## src/rtl/exec_pkg.sv

```systemverilog
// exec_pkg: shared encodings for the ALU execute stage (opcodes, shifts, FSM states, status bit indices)
package exec_pkg;
  localparam logic [1:0] OP_ADD = 2'b00;
  localparam logic [1:0] OP_CMP = 2'b01;
  localparam logic [1:0] OP_AND = 2'b10;
  localparam logic [1:0] OP_MVN = 2'b11;
  localparam logic [1:0] SH_NONE = 2'b00;
  localparam logic [1:0] SH_LSL1 = 2'b01;
  localparam logic [1:0] SH_LSR1 = 2'b10;
  localparam logic [1:0] SH_ASR1 = 2'b11;
  typedef enum logic [2:0] {
    S_IDLE = 3'd0,
    S_RD_A = 3'd1,
    S_RD_B = 3'd2,
    S_EXEC = 3'd3,
    S_WB   = 3'd4
  } state_t;
  localparam int ST_Z = 2;
  localparam int ST_N = 1;
  localparam int ST_V = 0;
endpackage

```

## src/rtl/exec_shift_alu.sv

```systemverilog
// exec_shift_alu: combinational shifter on B, ALU on (A, shifted B) and compare flags {Z,N,V}
//   i_opcode/i_shift : operation and B-shift selects
//   i_a/i_b          : operands
//   o_c              : ALU result
//   o_flags          : {Z,N,V} of A - shifted B
module exec_shift_alu
  import exec_pkg::*;
#(
  parameter int WIDTH = 16
) (
  input  logic [1:0]       i_opcode,
  input  logic [1:0]       i_shift,
  input  logic [WIDTH-1:0] i_a,
  input  logic [WIDTH-1:0] i_b,
  output logic [WIDTH-1:0] o_c,
  output logic [2:0]       o_flags
);
  logic [WIDTH-1:0] w_sb;
  logic [WIDTH-1:0] w_diff;
  always_comb begin
    w_sb = i_shift == SH_LSL1 ? {i_b[WIDTH-2:0], 1'b0} :
           i_shift == SH_LSR1 ? {1'b0, i_b[WIDTH-1:1]} :
           i_shift == SH_ASR1 ? {i_b[WIDTH-1], i_b[WIDTH-1:1]} : i_b;
    w_diff = i_a - w_sb;
    o_c = i_opcode == OP_ADD ? i_a + w_sb :
          i_opcode == OP_CMP ? w_diff :
          i_opcode == OP_AND ? i_a & w_sb : ~w_sb;
    o_flags = '0;
    o_flags[ST_Z] = w_diff == '0;
    o_flags[ST_N] = w_diff[WIDTH-1];
    // signed overflow: operands of opposite sign and result sign differs from A
    o_flags[ST_V] = (i_a[WIDTH-1] != w_sb[WIDTH-1]) && (w_diff[WIDTH-1] != i_a[WIDTH-1]);
  end
endmodule

```

## src/rtl/alu_exec_stage.sv

```systemverilog
// alu_exec_stage: sequences two regfile reads into A/B, computes C = ALU(A, shift(B)), writes C back
//   i_clk, i_reset_n (sync, active-low)
//   i_start, i_opcode, i_shift, i_rn, i_rm, i_rd : instruction launch (sampled in IDLE)
//   i_rf_data_out : regfile read data for o_readnum
//   o_readnum, o_writenum, o_write, o_data_in : regfile drive
//   o_busy, o_done, o_status {Z,N,V}
// Optional feature: EXEC_SAME_SRC_SKIP_EN skips RD_B when rn == rm.
module alu_exec_stage
  import exec_pkg::*;
#(
  parameter int WIDTH = 16,
  parameter int AW    = 3
) (
  input  logic             i_clk,
  input  logic             i_reset_n,
  input  logic             i_start,
  input  logic [1:0]       i_opcode,
  input  logic [1:0]       i_shift,
  input  logic [AW-1:0]    i_rn,
  input  logic [AW-1:0]    i_rm,
  input  logic [AW-1:0]    i_rd,
  input  logic [WIDTH-1:0] i_rf_data_out,
  output logic [AW-1:0]    o_readnum,
  output logic [AW-1:0]    o_writenum,
  output logic             o_write,
  output logic [WIDTH-1:0] o_data_in,
  output logic             o_busy,
  output logic             o_done,
  output logic [2:0]       o_status
);
  state_t           r_state;
  logic [1:0]       r_op;
  logic [1:0]       r_sh;
  logic [AW-1:0]    r_rn;
  logic [AW-1:0]    r_rm;
  logic [AW-1:0]    r_rd;
  logic [WIDTH-1:0] r_a;
  logic [WIDTH-1:0] r_b;
  logic [WIDTH-1:0] r_c;
  logic [2:0]       r_status;
  logic [AW-1:0]    r_readnum;
  logic [AW-1:0]    r_writenum;
  logic             r_write;
  logic             r_done;
  logic             r_busy;
  logic [WIDTH-1:0] w_c;
  logic [2:0]       w_flags;
  exec_shift_alu #(.WIDTH(WIDTH)) u_alu (
    .i_opcode(r_op),
    .i_shift (r_sh),
    .i_a     (r_a),
    .i_b     (r_b),
    .o_c     (w_c),
    .o_flags (w_flags)
  );
  always_ff @(posedge i_clk) begin
    if (!i_reset_n) begin
      r_state    <= S_IDLE;
      r_op       <= '0;
      r_sh       <= '0;
      r_rn       <= '0;
      r_rm       <= '0;
      r_rd       <= '0;
      r_a        <= '0;
      r_b        <= '0;
      r_c        <= '0;
      r_status   <= '0;
      r_readnum  <= '0;
      r_writenum <= '0;
      r_write    <= 1'b0;
      r_done     <= 1'b0;
      r_busy     <= 1'b0;
    end else begin
      case (r_state)
        S_IDLE: begin
          r_write <= 1'b0;
          r_done  <= 1'b0;
          if (i_start) begin
            r_op      <= i_opcode;
            r_sh      <= i_shift;
            r_rn      <= i_rn;
            r_rm      <= i_rm;
            r_rd      <= i_rd;
            r_readnum <= i_rn;
            r_busy    <= 1'b1;
            r_state   <= S_RD_A;
          end
        end
        S_RD_A: begin
          r_a <= i_rf_data_out;
`ifdef EXEC_SAME_SRC_SKIP_EN
          if (r_rn == r_rm) begin
            r_b     <= i_rf_data_out;
            r_state <= S_EXEC;
          end else begin
            r_readnum <= r_rm;
            r_state   <= S_RD_B;
          end
`else
          r_readnum <= r_rm;
          r_state   <= S_RD_B;
`endif
        end
        S_RD_B: begin
          r_b       <= i_rf_data_out;
          r_readnum <= r_rn;
          r_state   <= S_EXEC;
        end
        S_EXEC: begin
          r_c        <= w_c;
          r_status   <= r_op == OP_CMP ? w_flags : r_status;
          r_writenum <= r_rd;
          r_write    <= r_op != OP_CMP;
          r_done     <= 1'b1;
          r_state    <= S_WB;
        end
        S_WB: begin
          r_write <= 1'b0;
          r_done  <= 1'b0;
          r_busy  <= 1'b0;
          r_state <= S_IDLE;
        end
        default: r_state <= S_IDLE;
      endcase
    end
  end
  // a reset landing on the WB edge must suppress the regfile write at that same edge
  assign o_write    = r_write && i_reset_n;
  assign o_readnum  = r_readnum;
  assign o_writenum = r_writenum;
  assign o_data_in  = r_c;
  assign o_busy     = r_busy;
  assign o_done     = r_done;
  assign o_status   = r_status;
endmodule

```

## config.mk

```make
export PLATFORM = sky130hd
export DESIGN_NAME = alu_exec_stage
export DESIGN_NICKNAME = d
export VERILOG_FILES = /design/src/rtl/exec_pkg.sv /design/src/rtl/exec_shift_alu.sv /design/src/rtl/alu_exec_stage.sv
export SDC_FILE = /design/constraint.sdc
export NUM_CORES = 1
export LEC_CHECK = 0
export CORE_MARGIN = 3
export CORE_UTILIZATION = 51
export DETAILED_ROUTE_END_ITERATION = 6
export PLACE_DENSITY = 0.77
export RECOVER_POWER = 25
export SLEW_MARGIN = 20
export SYNTH_ARGS = -nofsm -noshare
export SYNTH_HDL_FRONTEND = slang
export SYNTH_SLANG_ARGS = --single-unit
```

## constraint.sdc

```tcl
create_clock -name i_clk -period 2.9 [get_ports i_clk]
set_input_delay 0.435 -clock i_clk [delete_from_list [all_inputs] [get_ports i_clk]]
set_output_delay 0.435 -clock i_clk [all_outputs]
set_load 0.02 [all_outputs]
```

==> results.json <==
{
  "crit_type": "reg -> reg",
  "ioPinCount": 60,
  "grt_max_degree": 54,
  "synth_fa_ha_area_share_pct": 8.37,
  "critPathRequiredTime_ns": 3.21,
  "slew_headroom_pct": 49.3,
  "path_cells": "buf_4 -> mux2i_1 -> o21ai_2 -> buf_4 -> inv_1 -> ha_1 -> a2111oi_4 -> o21bai_4 -> a211oi_4 -> o31ai_2 -> xor2_1 -> buf_4 -> a21oi_1 -> o31a_1",
  "core_um2": 9500,
  "crit_family": "compound AO/OA/AOI/OAI gates",
  "synth-compound-area-share_pct": 28.0,
  "clock_latency_ns": 0.36,
  "outcome": "complete, but fails checks",
  "synthMuxAreaShare_pct": 4.19,
  "antenna_found_initial": 0,
  "final_hold_viol_count": 0,
  "hold_slack_ns": 0.466,
  "instances_no_fill": 915,
  "synth_top_family_by_area": "compound AO/OA/AOI/OAI gates",
  "p_per_area_nw_per_um2": 488,
  "cpMostUsedCell": "buf_4",
  "crit_arrival_ns": 3.28,
  "violations": "negative setup slack",
  "cts_tree": "done",
  "numCtsBuffers": 9,
  "clockBufferDepth": 2,
  "ir_worst_vdd_mv": 0.257,
  "setup_violations": 6,
  "syn_nets": 737,
  "synth_top_area_share_pct": 29.8,
  "dr.first_iter.drc_count": 274,
  "synth_cell_types": 61,
  "timing.final.crit_share_pct": 102,
  "cpPeakStageDelay_ns": 0.46,
  "clock_skew_ns": 0.00978,
  "drt_pass1_iterations": 5,
  "routabilityCongestion": 0.927,
  "ys_seq_area_share_pct": 29.8,
  "die_w_um": 106,
  "layout-drive-gt1-share_pct": 21.2,
  "final_max_slew_viol_count": 0,
  "grt-ovfl-total": 0,
  "worstMarginPinSlew_ns": 0.761,
  "cts.root.buffer_cell": "clkbuf_8",
  "grt_usage_pct": 26.1,
  "start_util_pct": 53.8,
  "numPortBuffers": 59,
  "ant_nets": 0,
  "syn_inst": 672,
  "layout_setup_ws_ns": -0.0712,
  "syn_area_um2": 5110,
  "die_h_um": 106,
  "finalWirelength_um": 14700,
  "synthFlopType": "dfxtp_1",
  "yosys-top-cells-area": "dfxtp_1 30%, nand2_1 10%, a21boi_0 7.6%",
  "yosys.area_share.simple_pct": 19.8,
  "syn_avg_cell_area_um2": 7.61,
  "finalCriticalPeriod_ns": 2.97,
  "fmax_ghz": 0.337,
  "ys_ff_latch": 76,
  "clock_sinks": 76,
  "dp_cells": 893,
  "clk_pin_slew_ns": 0.09,
  "synth_edf_count": 0,
  "wl_per_cell_um": 16.1,
  "vias_per_cell": 5.61,
  "crit_buf_inv": 4,
  "end_kind": "register",
  "fin_nets": 846,
  "post_dp_cell_area_um2": 6310,
  "start_kind": "register",
  "num_vias": 5132,
  "rows": 35,
  "drc_errors": 0,
  "synth-xor-area-share_pct": 4.28,
  "post-route-cell-area_um2": 6800,
  "place_ws_ns": -0.272,
  "htreeDepth": 3,
  "dp_hpwl_um": 11000,
  "p_leak_nw": 2.64,
  "hold_path_class": "reg -> reg",
  "antenna_cells": 0,
  "die_area_um2": 11300,
  "area_growth_pct": 33.0,
  "yosysTopAreaCell": "dfxtp_1",
  "grt_pass1_vias": 4854,
  "synthArstFlopShare_pct": 0,
  "cp_max_fo": 5,
  "slowest_stage": "a2111oi_4",
  "grt_pass1_wl_um": 23900,
  "rsz0062_at_grt": "yes",
  "yosysWarningCount": 0,
  "hold_buffers": 0,
  "cap_violations": 0
}
## cells in the final DEF, fill, tap and decap left out, types with 4 or more instances in the layout
cell	instances
nand2_1	140
buf_4	81
dfxtp_1	72
clkdlybuf4s50_1	58
a21boi_0	51
a21oi_1	47
o21ai_0	34
nor2_1	32
inv_1	26
ha_1	22
mux2i_1	17
xnor2_1	16
nand3_1	12
o21ai_1	10
clkbuf_8	9
ha_4	7
a21oi_2	6
nor2b_1	6
xor2_1	6
nor3_1	6
o211ai_1	6
nand3b_1	5
o21bai_1	5
o31ai_2	5
o211a_1	5
a31oi_1	5
o21ai_2	4
inv_2	4
## metrics by stage
step	utilization (%)	total power, mW	setup TNS [ns]
after floorplan	-	1.95	-0.0621
after global placement	66.4	2.36	-0.729
after detailed placement	66.4	2.39	-1.86
after CTS	69.6	3.24	-0.350
after global routing	71.5	3.50	-1.68
final	71.5	3.32	-0.267
## kinds of logic (layout without fill, tap and decap cells)
family | count (synthesis) | in the layout
XOR/XNOR | 25 | 25
buffers and inverters | 75 | 189
flip-flops | 76 | 76
adder cells (fa/ha/maj) | 33 | 33
AND/OR/NAND/NOR | 230 | 230
multiplexers | 20 | 20
AO/OA/AOI/OAI | 213 | 213
## power breakdown
part	leakage, nW	internal, mW	switching [mW]	total (mW)
sequential	0.621	1.11	0.0727	1.18
clock	0.0886	0.324	0.457	0.782
combinational	1.93	0.659	0.695	1.35
## worst reg2reg max path, delay by kind of cell (launching register included)
| family | cells | cell delay [ns] |
|---|---|---|
| AOI/OAI and AO/OA | 7 | 1.51 |
| xor gates and xnor gates | 1 | 0.19 |
| adders and majority gates | 1 | 0.22 |
| buffers and inverters | 4 | 0.51 |
| DFF | 1 | 0.38 |
| muxes | 1 | 0.13 |
## synth_stat cells (6+ instances only)
cell type,instances
o21bai_1,6
xor2_1,6
nor3_1,7
a31oi_1,6
inv_1,29
nor2_1,35
nor2b_1,8
a21oi_1,52
mux2i_1,18
xnor2_1,19
a21boi_0,52
o211ai_1,6
nand2_1,140
o21ai_0,46
buf_2,6
dfxtp_1,76
ha_1,31
clkbuf_1,38
nand3_1,12
## final timing paths
check,start,to,slack [ns],cells past startpoint
max,r_sh[0]$_SDFFE_PN0P_,o_data_in[15]$_SDFFE_PN0P_,-0.07,14
min,o_writenum[2]$_SDFFE_PN0P_,o_writenum[2]$_SDFFE_PN0P_,0.47,2
max reg2reg,r_sh[0]$_SDFFE_PN0P_,o_data_in[15]$_SDFFE_PN0P_,-0.07,14
min reg2reg,o_writenum[2]$_SDFFE_PN0P_,o_writenum[2]$_SDFFE_PN0P_,0.47,2
## per-layer routing
metal	routed length, um	vias to the layer above	global-route usage, %
li1	-	2538	-
met1	7020	2401	37.7
met2	6480	173	40.2
met3	939	20	4.49
met4	273	0	6.85
met5	0	-	0
## final cells by class
type | count | area, um2
inverters | 30 | 113
repair buffers | 143 | 1220
multi-input cells | 521 | 3590
clock inverters | 7 | 57.6
flip-flops and latches | 76 | 1530
clock buffers | 9 | 124
fillers | 774 | 2710
well taps | 129 | 161
## timing repair
| item | 4_1_cts | 5_1_grt |
|---|---|---|
| resized for setup | 28 | 39 |
| pin swaps | 18 | 21 |
| endpoints found under the setup margin | 12 | 12 |
| buffers inserted | 2 | 4 |
Note: power is estimated with default switching activity, not from simulation.
